==> config.mk <==
export PLATFORM = sky130hd
export DESIGN_NAME = reg_list_sequencer
export DESIGN_NICKNAME = d
export VERILOG_FILES = /design/src/rtl/reg_list_sequencer.sv
export SDC_FILE = /design/constraint.sdc
export NUM_CORES = 1
export LEC_CHECK = 0
export BUFFER_PORTS_ARGS = -buffer_cell sky130_fd_sc_hd__buf_2
export CAP_MARGIN = 30
export CORE_MARGIN = 2
export CORE_UTILIZATION = 45
export CTS_BUF_LIST = sky130_fd_sc_hd__clkbuf_16
export DETAILED_ROUTE_END_ITERATION = 6
export PLACE_DENSITY = 0.82
export SLEW_MARGIN = 10
export SYNTH_ARGS = -nofsm -noshare
export SYNTH_HDL_FRONTEND = slang
export SYNTH_SLANG_ARGS = --single-unit
==> constraint.sdc <==
create_clock -name clk -period 2.3 [get_ports clk]
set_input_delay 0.115 -clock clk [delete_from_list [all_inputs] [get_ports clk]]
set_output_delay 0.115 -clock clk [all_outputs]
set_load 0.03 [all_outputs]
==> src/rtl/reg_list_sequencer.sv <==
// Load/store-multiple register-list sequencer: one register index and address per handshake.
// Optional macro REGSEQ_DESCEND_EN adds a dir input for highest-bit-first order with decrementing addresses.
module reg_list_sequencer #(
  parameter int MASK_W = 8,
  parameter int IDX_W  = 3,
  parameter int ADDR_W = 16
) (
  input  logic              clk,
  input  logic              rst_n,
  input  logic              start,
  input  logic [MASK_W-1:0] mask,
  input  logic [ADDR_W-1:0] base_addr,
`ifdef REGSEQ_DESCEND_EN
  input  logic              dir,
`endif
  input  logic              ready,
  output logic              valid,
  output logic [IDX_W-1:0]  idx,
  output logic [ADDR_W-1:0] addr,
  output logic              first,
  output logic              last,
  output logic              busy,
  output logic              done,
  output logic [IDX_W:0]    count,
  output logic [1:0]        dbg_state_o
);

  // Handshake: a transfer moves on a rising edge where valid & ready; valid stays up until then.
  typedef enum logic [1:0] {
    S_IDLE = 2'd0,
    S_RUN  = 2'd1,
    S_DONE = 2'd2
  } state_e;

  state_e              state_q;
  logic [MASK_W-1:0]   rem_q;
  logic [MASK_W-1:0]   rem_d;
  logic [ADDR_W-1:0]   addr_q;
  logic [ADDR_W-1:0]   addr_d;
  logic [IDX_W:0]      count_q;
  logic                first_q;
  int                  sel_int;
`ifdef REGSEQ_DESCEND_EN
  logic                dir_q;
`endif

  // Pick the next bit to transfer and the list that remains once it is accepted.
  always_comb begin
    sel_int = 0;
    rem_d   = '0;
`ifdef REGSEQ_DESCEND_EN
    if (dir_q) begin
      for (int i = 0; i < MASK_W; i++) begin
        if (rem_q[i]) sel_int = i;
      end
      for (int j = 0; j < MASK_W; j++) begin
        rem_d[j] = rem_q[j] && (j < sel_int);
      end
      addr_d = addr_q - ADDR_W'(1);
    end else begin
      for (int i = MASK_W - 1; i >= 0; i--) begin
        if (rem_q[i]) sel_int = i;
      end
      for (int j = 0; j < MASK_W; j++) begin
        rem_d[j] = rem_q[j] && (j > sel_int);
      end
      addr_d = addr_q + ADDR_W'(1);
    end
`else
    for (int i = MASK_W - 1; i >= 0; i--) begin
      if (rem_q[i]) sel_int = i;
    end
    for (int j = 0; j < MASK_W; j++) begin
      rem_d[j] = rem_q[j] && (j > sel_int);
    end
    addr_d = addr_q + ADDR_W'(1);
`endif
  end

  always_ff @(posedge clk or negedge rst_n) begin
    if (!rst_n) begin
      state_q <= S_IDLE;
      rem_q   <= '0;
      addr_q  <= '0;
      count_q <= '0;
      first_q <= 1'b0;
`ifdef REGSEQ_DESCEND_EN
      dir_q   <= 1'b0;
`endif
    end else begin
      case (state_q)
        S_IDLE: begin
          if (start) begin
            rem_q   <= mask;
            count_q <= '0;
            if (mask != '0) begin
              addr_q  <= base_addr;
              first_q <= 1'b1;
`ifdef REGSEQ_DESCEND_EN
              dir_q   <= dir;
`endif
              state_q <= S_RUN;
            end else begin
              state_q <= S_DONE;
            end
          end
        end
        S_RUN: begin
          if (ready) begin
            rem_q   <= rem_d;
            addr_q  <= addr_d;
            count_q <= count_q + (IDX_W+1)'(1);
            first_q <= 1'b0;
            if (rem_d == '0) state_q <= S_DONE;
          end
        end
        S_DONE:  state_q <= S_IDLE;
        default: state_q <= S_IDLE;
      endcase
    end
  end

  // Everything below decodes registers only; rem_q is zero outside RUN, so idx/last read 0 there.
  assign valid       = (state_q == S_RUN);
  assign busy        = (state_q != S_IDLE);
  assign done        = (state_q == S_DONE);
  assign idx         = sel_int[IDX_W-1:0];
  assign last        = (rem_q != '0) && ((rem_q & (rem_q - MASK_W'(1))) == '0);
  assign addr        = addr_q;
  assign first       = first_q;
  assign count       = count_q;
  assign dbg_state_o = state_q;

endmodule
==> results of run 1 <==
where the power goes:
part           switching, mW  leakage [nW]  total [mW]  internal (mW)
logic                   1.54         0.700        2.39          0.853
clock network          0.214        0.0669       0.597          0.383
registers              0.295         0.366        1.09          0.796
total                   2.05          1.13        4.08           2.03
synthesized netlist by cell type, types with 2 or more instances:
cell	n	share of area, %
or3_1	2	0.65
o21ai_0	23	5.9
a21oi_1	32	8.3
o31ai_1	4	1.5
or2_2	3	0.97
nand4_1	3	0.97
nor2_1	20	3.9
dfrtp_1	31	40
a2bb2oi_1	3	1.4
o21bai_1	2	0.77
o22ai_1	8	2.6
mux2i_1	2	1.0
inv_1	10	1.9
xor2_1	3	1.4
a32o_1	2	1.0
ha_1	2	1.3
nand2_1	28	5.4
and2_1	2	0.65
nor4_1	6	1.9
a21o_1	4	1.5
clkbuf_1	15	2.9
a2111oi_0	2	0.90
or4_1	2	0.77
nand3_1	6	1.5
a22o_1	2	0.90
buf_2	2	0.52
a31oi_1	3	0.97
nor3_1	8	2.1
sequential cells by signal, indices dropped and copies added, names as in the netlist:
| register | cells |
|---|---|
| addr | 16 |
| dbg_state_o | 2 |
| first | 1 |
| rem_q | 8 |
| count | 4 |
area by class of cell:
class	instances	share of cell area, %
Timing Repair Buffer	70	15.8
Inverter	10	1.54
Clock buffer	5	5.13
Multi-Input combinational cell	184	43.0
Tap cell	50	2.57
Clock inverter	1	0.154
Sequential cell	31	31.8
cells in the final DEF (no fill, tap or decap), drive strengths merged, types with 2 or more instances in the layout:
cell type	netlist	routed
nand2	28	28
clkbuf	15	5
dfrtp	31	31
a2bb2oi	3	3
a31oi	3	3
a21o	4	4
inv	10	11
ha	2	2
o22ai	8	8
a22o	2	2
o21ai	23	23
or3	3	3
nand4	3	3
nor3	9	9
a32o	2	2
a2111oi	2	2
mux2i	2	2
nand3	6	6
or4	3	3
nor4	6	6
o21bai	2	2
buf	3	69
a21oi	32	32
nor2	20	20
xor2	3	3
or2	3	3
and2	2	2
o31ai	4	4
cells by family (layout without fill, tap and decap cells):
logic type	count (synthesis)	in the layout	synth area share, %
adders and majority gates	3	3	1.87
and+or+nand+nor	84	84	20.9
DFF	31	31	40.0
AOI/OAI and AO/OA	92	92	28.9
xor gates and xnor gates	3	3	1.36
muxes	2	2	1.03
buffers and inverters	28	86	5.94
timing repair:
| action | 4_1_cts | 5_1_grt |
|---|---|---|
| endpoints found under the setup margin | 0 | 0 |
| hold endpoints to repair | 31 | 0 |
| hold buffers | 1 | 0 |
routing by layer:
layer	vias to the layer above	part of all wire (%)	wire length, um
met2	85	47	2460
met3	14	6.9	361
met1	950	43	2280
met4	0	2.7	140
met5	-	0	0
li1	999	-	-
how the worst max path moves through the flow:
stage | endpoint | slack, ps
2_1_floorplan | dbg_state_o[0] | 190
3_3_place_gp | dbg_state_o[0] | 270
3_5_place_dp | dbg_state_o[0] | 230
4_1_cts | dbg_state_o[0] | 220
5_1_grt | dbg_state_o[0] | 160
6_report | dbg_state_o[0] | 220
stage by stage:
stage | std cells | cell area, um^2 | util (%) | total power, mW
global placement | 344 | 2300 | 56.2 | 3.42
floorplan | 243 | 1940 | - | 2.81
detailed placement | 344 | 2300 | 56.2 | 3.47
CTS | 351 | 2440 | 59.6 | 4.09
finish | 351 | 2440 | 59.6 | 4.08
global route | 351 | 2440 | 59.6 | 4.40
==> results.sh, run 1 <==
export IMPL_met3_usage_pct=4.65
export IMPL_ir_drop_mv=0.767
export IMPL_cts_buffers=5
export IMPL_worst_hold_path_type="input port to flop"
export IMPL_overflow=0
export IMPL_yosysSeqAreaShare_pct=40.0
export IMPL_num_fill_cells=386
export IMPL_synthFlopType="dfrtp_1"
export IMPL_synth_seq_cells=31
export IMPL_critPathLaunchType="flop"
export IMPL_ant_nets=0
export IMPL_worstMarginPinSlew_ps=707
export IMPL_powerDensity_nw_per_um2=1670
export IMPL_multiInputGateArea_um2=1050
export IMPL_maxSlewHeadroom_pct=52.9
export IMPL_status="complete, no violations"
export IMPL_die_w_um=69.6
export IMPL_die_area_um2=4850
export IMPL_grt_busiest_layer="met2"
export IMPL_antennaDiodeCount=0
export IMPL_yosysWarningCount=0
export IMPL_cp_depth=5
export IMPL_period_minus_slack_ps=2080
export IMPL_leakagePower_nw=1.13
export IMPL_grt_pass1_wl_mm=8.81
export IMPL_syn_to_final_growth_pct=25.8
export IMPL_critPathMaxStageDelay_ps=550
export IMPL_dieHeight_um=69.6
export IMPL_worstSkewPairLatency_ps=280
export IMPL_gp_congestion=0.878
export IMPL_setup_viol=0
export IMPL_portBuffers=57
export IMPL_worst_r2r_setup_slack_ps=220
export IMPL_fin_skew_ps=4.20
export IMPL_regArea_um2=776
export IMPL_r2r_end="dbg_state_o[0]"
export IMPL_crit_family="simple AND/OR/NAND/NOR gates"
export IMPL_core_um2=4090
export IMPL_path_cells="or4_4, or3_4, maj3_2, a21o_1, o22a_1"
export IMPL_cts_buffer_depth=2
export IMPL_post_place_ws_ps=226
export IMPL_drive_gt1_share_pct=26.9
export IMPL_hpwlAfterDp_mm=3.75
export IMPL_antenna_found_initial=0
export IMPL_grt_pass1_vias=1860
export IMPL_netlist_area_um2=1940
export IMPL_fmax_ghz=0.482
export IMPL_htree_levels=2
export IMPL_timing_final_crit_share_pct=90.2
export IMPL_grt_usage_pct=22.6
export IMPL_clockRootBuffer="clkbuf_16"
export IMPL_worstSetupPathType="flop to flop"
export IMPL_cp_arrival_ps=2230
export IMPL_wl_per_cell_um=14.9
export IMPL_worst_path_max_fanout=3
export IMPL_drcViolationCount=0
export IMPL_r2r_start="rem_q[1]"
export IMPL_rsz0062_at_grt="false"
export IMPL_holdPathStages=2
export IMPL_drv_slew=0
export IMPL_routed_wl_mm=5.24
export IMPL_grtUsageMet2_pct=34.5
export IMPL_initial_core_util_pct=47.4
export IMPL_crit_buf_inv=0
export IMPL_startpoint="rem_q[1]"
export IMPL_holdPathEnd="rem_q[2]"
export IMPL_syn_inst=243
export IMPL_via_per_inst=5.83
export IMPL_cts_tree="built"
export IMPL_grt_max_degree=32
export IMPL_num_rows=23
export IMPL_setup_worst_path_end_class="flop"
export IMPL_fin_nets=332
export IMPL_synth_avg_cell_area_um2=7.98
export IMPL_reg2reg_depth=5
export IMPL_clk_pin_slew_ps=50
export IMPL_grtUsageMet1_pct=30.8
export IMPL_worstPathRequired_ps=2460
export IMPL_vias=2048
export IMPL_synth_cell_types=41
export IMPL_async_reset_ff_share_pct=100
export IMPL_drt_first_pass_iters=5
export IMPL_synthesis_nets=273
export IMPL_critPathSlowestCell="or4_4"
export IMPL_hold_violations=0
export IMPL_fin_ws_ps=224
export IMPL_worstHoldStart="mask[2]"
export IMPL_cts_repair_resized=0
export IMPL_hold_ws_ps=63.9
export IMPL_cap_violations=0
export IMPL_drt_iter0_drc=176
export IMPL_setup_tns_ps=0
export IMPL_clock_sinks=31
export IMPL_synth_edf_count=0
export IMPL_io_pins=58
export IMPL_postCtsSetupBuffers=0
(Power assumes the default switching activity.)
==> inputs of run 2 (changes only) <==
Settings changed: CTS_BUF_LIST sky130_fd_sc_hd__clkbuf_16 to sky130_fd_sc_hd__clkbuf_2.
==> run 2 against run 1 <==
  * Critical path depth unchanged
  * Cell area down 2.4%
  * Sequential share of layout area up 0.79 points
  * Die area unchanged
  * Maximum frequency down 2.7%
  * Largest power group unchanged
  * Via count down 0.39%
  * Clock power down 58%
  * Total power down 8.9%
  * Non-clock buffer count up 4
  * Flip-flop and latch count unchanged
==> results.sh, run 2 (synthesized netlist as in run 1, its figures left out) <==
export IMPL_num_rows=23
export IMPL_setup_tns_ps=0
export IMPL_status="complete, no violations"
export IMPL_layout_commonest_cell="buf_2"
export IMPL_cap_violations=0
export IMPL_cts_tree="built"
export IMPL_antennaDiodeCount=0
export IMPL_worst_r2r_setup_slack_ps=220
export IMPL_wl_per_cell_um=14.5
export IMPL_cts_buffer_depth=2
export IMPL_powerDensity_nw_per_um2=1560
export IMPL_grt_busiest_layer="met2"
export IMPL_worst_path_max_fanout=3
export IMPL_io_pins=58
export IMPL_antenna_found_initial=0
export IMPL_ant_nets=0
export IMPL_multiInputGateArea_um2=1050
export IMPL_clk_pin_slew_ps=140
export IMPL_fin_skew_ps=6.81
export IMPL_drv_slew=0
export IMPL_worstSkewPairLatency_ps=370
export IMPL_met3_usage_pct=5.38
export IMPL_die_w_um=69.6
export IMPL_num_fill_cells=395
export IMPL_gp_congestion=0.878
export IMPL_leakagePower_nw=1.11
export IMPL_grt_pass1_wl_mm=8.70
export IMPL_ir_drop_mv=0.657
export IMPL_reg2reg_depth=5
export IMPL_rsz0062_at_grt="false"
export IMPL_routed_wl_mm=5.13
export IMPL_cts_buffers=5
export IMPL_drt_first_pass_iters=4
export IMPL_initial_core_util_pct=47.4
export IMPL_fmax_ghz=0.469
export IMPL_critPathLaunchType="flop"
export IMPL_worstMarginPinSlew_ps=709
export IMPL_worstPathRequired_ps=2180
export IMPL_regArea_um2=776
export IMPL_r2r_end="dbg_state_o[0]"
export IMPL_layout_common_cells="57 x buf_2, 32 x a21oi_1, 31 x dfrtp_1, 28 x nand2_1, 23 x o21ai_0"
export IMPL_holdPathStages=3
export IMPL_drive_gt1_share_pct=26.9
export IMPL_htree_levels=2
export IMPL_grtUsageMet1_pct=30.5
export IMPL_core_um2=4090
export IMPL_via_per_inst=5.75
export IMPL_vias=2040
export IMPL_setup_worst_path_end_class="output pin"
export IMPL_final_area_um2=2380
export IMPL_hpwlAfterDp_mm=3.75
export IMPL_hold_violations=0
export IMPL_worstHoldStart="mask[6]"
export IMPL_die_area_um2=4850
export IMPL_period_minus_slack_ps=2130
export IMPL_holdPathEnd="rem_q[6]"
export IMPL_worst_hold_path_type="input port to flop"
export IMPL_grt_pass1_vias=1853
export IMPL_cts_repair_resized=0
export IMPL_dieHeight_um=69.6
export IMPL_grtUsageMet2_pct=34.1
export IMPL_clock_sinks=31
export IMPL_syn_to_final_growth_pct=22.7
export IMPL_grt_usage_pct=22.0
export IMPL_maxSlewHeadroom_pct=52.7
export IMPL_setup_viol=0
export IMPL_overflow=0
export IMPL_largest_reg_flops=16
export IMPL_fin_util_pct=58.2
export IMPL_portBuffers=57
export IMPL_drt_iter0_drc=159
export IMPL_drcViolationCount=0
export IMPL_clockRootBuffer="clkbuf_2"
export IMPL_worstSetupPathType="flop to output pin"
export IMPL_fin_nets=336
export IMPL_cp_arrival_ps=2020
export IMPL_grt_max_degree=32
export IMPL_placed_area_um2=2300
export IMPL_timing_final_crit_share_pct=92.7
export IMPL_r2r_start="rem_q[1]"
## run 2: cell type report
cell class	count	area share, %
multi-input combinational	184	44.0
sequential	31	32.6
timing repair buffer	74	17.9
tap	50	2.63
inverter	10	1.58
clock buffer	6	1.26
## run 2: routing by layer
metal | routed length, um | vias to the layer above
met5 | 0 | -
met4 | 89 | 0
met3 | 316 | 9
met2 | 2380 | 67
met1 | 2350 | 950
li1 | - | 1014
## run 2: how the worst max path moves through the flow
stage,startpoint,end,slack (ps),depth (start not counted)
floorplan,rem_q[4],dbg_state_o[0],190,6
global placement,rem_q[1],dbg_state_o[0],270,5
detailed placement,rem_q[1],dbg_state_o[0],230,5
CTS,rem_q[1],last,160,5
global route,rem_q[1],last,80,5
finish,rem_q[1],last,170,5
## run 2: timing repair
item,CTS,global route
endpoints found under the hold margin,35,0
setup endpoints to repair,0,0
hold buffers,5,0
buffers inserted,0,0
## run 2: power by group
group / leakage (nW) / internal [mW] / switching, mW / total (mW)
sequential: 0.366 / 0.791 / 0.294 / 1.08
clock: 0.0249 / 0.0686 / 0.180 / 0.249
combinational: 0.717 / 0.857 / 1.53 / 2.38
## run 2: worst max-delay path, stage by stage, from the launching register on
cell and delay [ps]:
dfrtp_1 410, or4_4 550, o31ai_1 230, o31ai_1 100, o21ai_0 150, buf_2 220
## run 2: per-stage QoR
step | total power, mW | setup WS, ps | cells | hold WS, ps
floorplan | 2.81 | 194 | 243 | -181
global placement | 3.42 | 272 | 344 | 206
detailed placement | 3.47 | 226 | 344 | 204
CTS | 3.73 | 155 | 355 | 14.5
global route | 4.04 | 77.6 | 355 | 36.3
finish | 3.72 | 167 | 355 | 26.8
==> inputs of run 3 (changes only) <==
Settings changed: PLACE_DENSITY 0.82 to 0.85.
Clock period 2.3 ns to 1.9 ns, I/O delays scaled along.
==> run 3 against run 2 <==
  * The run now ends with setup timing left
  * Total power increased by 42%
  * Hold slack got worse by 4.2 ps
  * Cell area increased by 12%
  * Count of clock-buffer cells in the layout unchanged
  * Critical path type unchanged
  * Flip-flop and latch count unchanged
  * Non-clock buffer count increased by 15
  * Worst setup slack got worse by 380 ps
  * Final cell count increased by 4.8%
  * Sequential share of layout area decreased by 3.0 points
==> results.sh, run 3 (synthesized netlist as in run 1, its figures left out) <==
export IMPL_dieHeight_um=69.6
export IMPL_num_rows=23
export IMPL_layout_common_cells="54 x buf_2, 31 x a21oi_1, 28 x nand2_1, 24 x buf_4, 23 x dfrtp_1"
export IMPL_layout_commonest_cell="buf_2"
export IMPL_num_fill_cells=342
export IMPL_die_w_um=69.6
export IMPL_grt_pass1_wl_mm=9.29
export IMPL_worstSkewPairLatency_ps=360
export IMPL_clk_pin_slew_ps=200
export IMPL_worstMarginPinSlew_ps=702
export IMPL_hpwlAfterDp_mm=3.82
export IMPL_fmax_ghz=0.474
export IMPL_drcViolationCount=0
export IMPL_p_switching_mw=2.64
export IMPL_overflow=0
export IMPL_portBuffers=57
export IMPL_critPathSlowestCell="or4_4"
export IMPL_fin_skew_ps=37.8
export IMPL_io_pins=58
export IMPL_status="complete, but fails checks"
export IMPL_worst_path_max_fanout=2
export IMPL_die_area_um2=4850
export IMPL_setup_viol=4
export IMPL_hold_violations=0
export IMPL_initial_core_util_pct=47.4
export IMPL_syn_to_final_growth_pct=36.9
export IMPL_core_um2=4090
export IMPL_drt_iter0_drc=174
export IMPL_worst_hold_path_type="input port to flop"
export IMPL_clock_sinks=31
export IMPL_antennaDiodeCount=0
export IMPL_p_int_mw=2.66
export IMPL_period_minus_slack_ps=2110
export IMPL_setup_worst_path_end_class="output pin"
export IMPL_crit_buf_inv=2
export IMPL_pwr_share_seq_pct=24.9
export IMPL_grt_usage_pct=23.4
export IMPL_grt_pass1_vias=2045
export IMPL_gp_congestion=0.886
export IMPL_cts_buffers=5
export IMPL_maxSlewHeadroom_pct=53.2
export IMPL_grt_max_degree=32
export IMPL_p_total_mw=5.29
export IMPL_antenna_found_initial=0
export IMPL_rsz0062_at_grt="true"
export IMPL_clockRootBuffer="clkbuf_2"
export IMPL_leakagePower_nw=1.21
export IMPL_vias=2210
export IMPL_critPathMaxStageDelay_ps=540
export IMPL_final_area_um2=2650
export IMPL_routed_wl_mm=5.74
export IMPL_largest_reg_flops=16
export IMPL_ir_drop_mv=1.06
export IMPL_wl_per_cell_um=15.4
export IMPL_cts_tree="built"
export IMPL_setup_tns_ps=-426
export IMPL_via_per_inst=5.94
export IMPL_ant_nets=0
export IMPL_switching_share_pct=49.8
export IMPL_violations="setup timing"
export IMPL_worstPathRequired_ps=1800
export IMPL_path_cells="or4_4, buf_6, o31ai_4, o31ai_2, o21ai_1, buf_4"
export IMPL_cts_buffer_depth=2
export IMPL_fin_nets=351
export IMPL_crit_family="simple AND/OR/NAND/NOR gates"
export IMPL_htree_levels=2
export IMPL_powerDensity_nw_per_um2=2000
export IMPL_drt_first_pass_iters=5
export IMPL_cp_arrival_ps=2020
export IMPL_placed_area_um2=2360
export IMPL_timing_final_crit_share_pct=111
export IMPL_drv_slew=0
export IMPL_drive_gt1_share_pct=35.7
export IMPL_combPwrFrac_pct=63.9
export IMPL_critPathLaunchType="flop"
export IMPL_p_clk_share_pct=11.3
export IMPL_cap_violations=0
export IMPL_worstSetupPathType="flop to output pin"
export IMPL_fin_ws_ps=-210
-- run 3: path summary, 6_finish.rpt --
| kind | cells past startpoint | start | end | slack (ps) |
|---|---|---|---|---|
| setup reg to reg | 5 | rem_q[4] | dbg_state_o[0] | -130 |
| hold reg to reg | 1 | addr[0] | addr[0] | 550 |
| setup / recovery | 6 | rem_q[4] | last | -210 |
| hold / removal | 2 | ready | count[1] | 20 |
| max in group asynchronous | 2 | rst_n | rem_q[6] | 1080 |
| min in group asynchronous | 2 | rst_n | dbg_state_o[1] | 290 |
-- run 3: through the flow --
step | setup slack [ps] | instances | hold slack (ps) | utilization [%]
floorplan | -160 | 243 | -201 | -
finish | -210 | 372 | 22.6 | 64.9
global placement | -99.5 | 351 | 181 | 57.7
CTS | -219 | 365 | 7.85 | 62.1
detailed placement | -124 | 351 | 187 | 57.7
global route | -430 | 372 | -5.70 | 64.9
-- run 3: repair_timing --
| action | CTS | global route |
|---|---|---|
| endpoints found under the hold margin | 35 | 2 |
| buffers inserted | 2 | 5 |
| resized for setup | 9 | 14 |
| setup endpoints to repair | 6 | 15 |
| pin swaps | 3 | 7 |
| hold buffers | 5 | 2 |
-- run 3: power by group through the flow --
stage	registers (mW)	logic (mW)	clock network (mW)
after floorplan	1.67	1.77	0
after global placement	1.28	3.02	0
after detailed placement	1.29	3.07	0
after CTS	1.28	3.19	0.597
after global routing	1.37	3.66	0.643
final	1.32	3.38	0.597
-- run 3: area by class of cell --
cell class	count	area [um^2]	area share, %
Inverter	10	37.5	1.42
Sequential cell	31	786	29.6
Timing Repair Buffer	89	569	21.5
Multi-Input combinational cell	184	1110	41.7
Clock inverter	2	60.1	2.26
Tap cell	50	62.6	2.36
Clock buffer	6	30.0	1.13
-- run 3: layer usage --
metal	vias up	wire (um)	global-route usage [%]
met1	1056	2480	31.4
li1	1050	-	-
met2	94	2810	37.8
met3	10	347	4.36
met5	-	0	0
met4	0	98	8.33
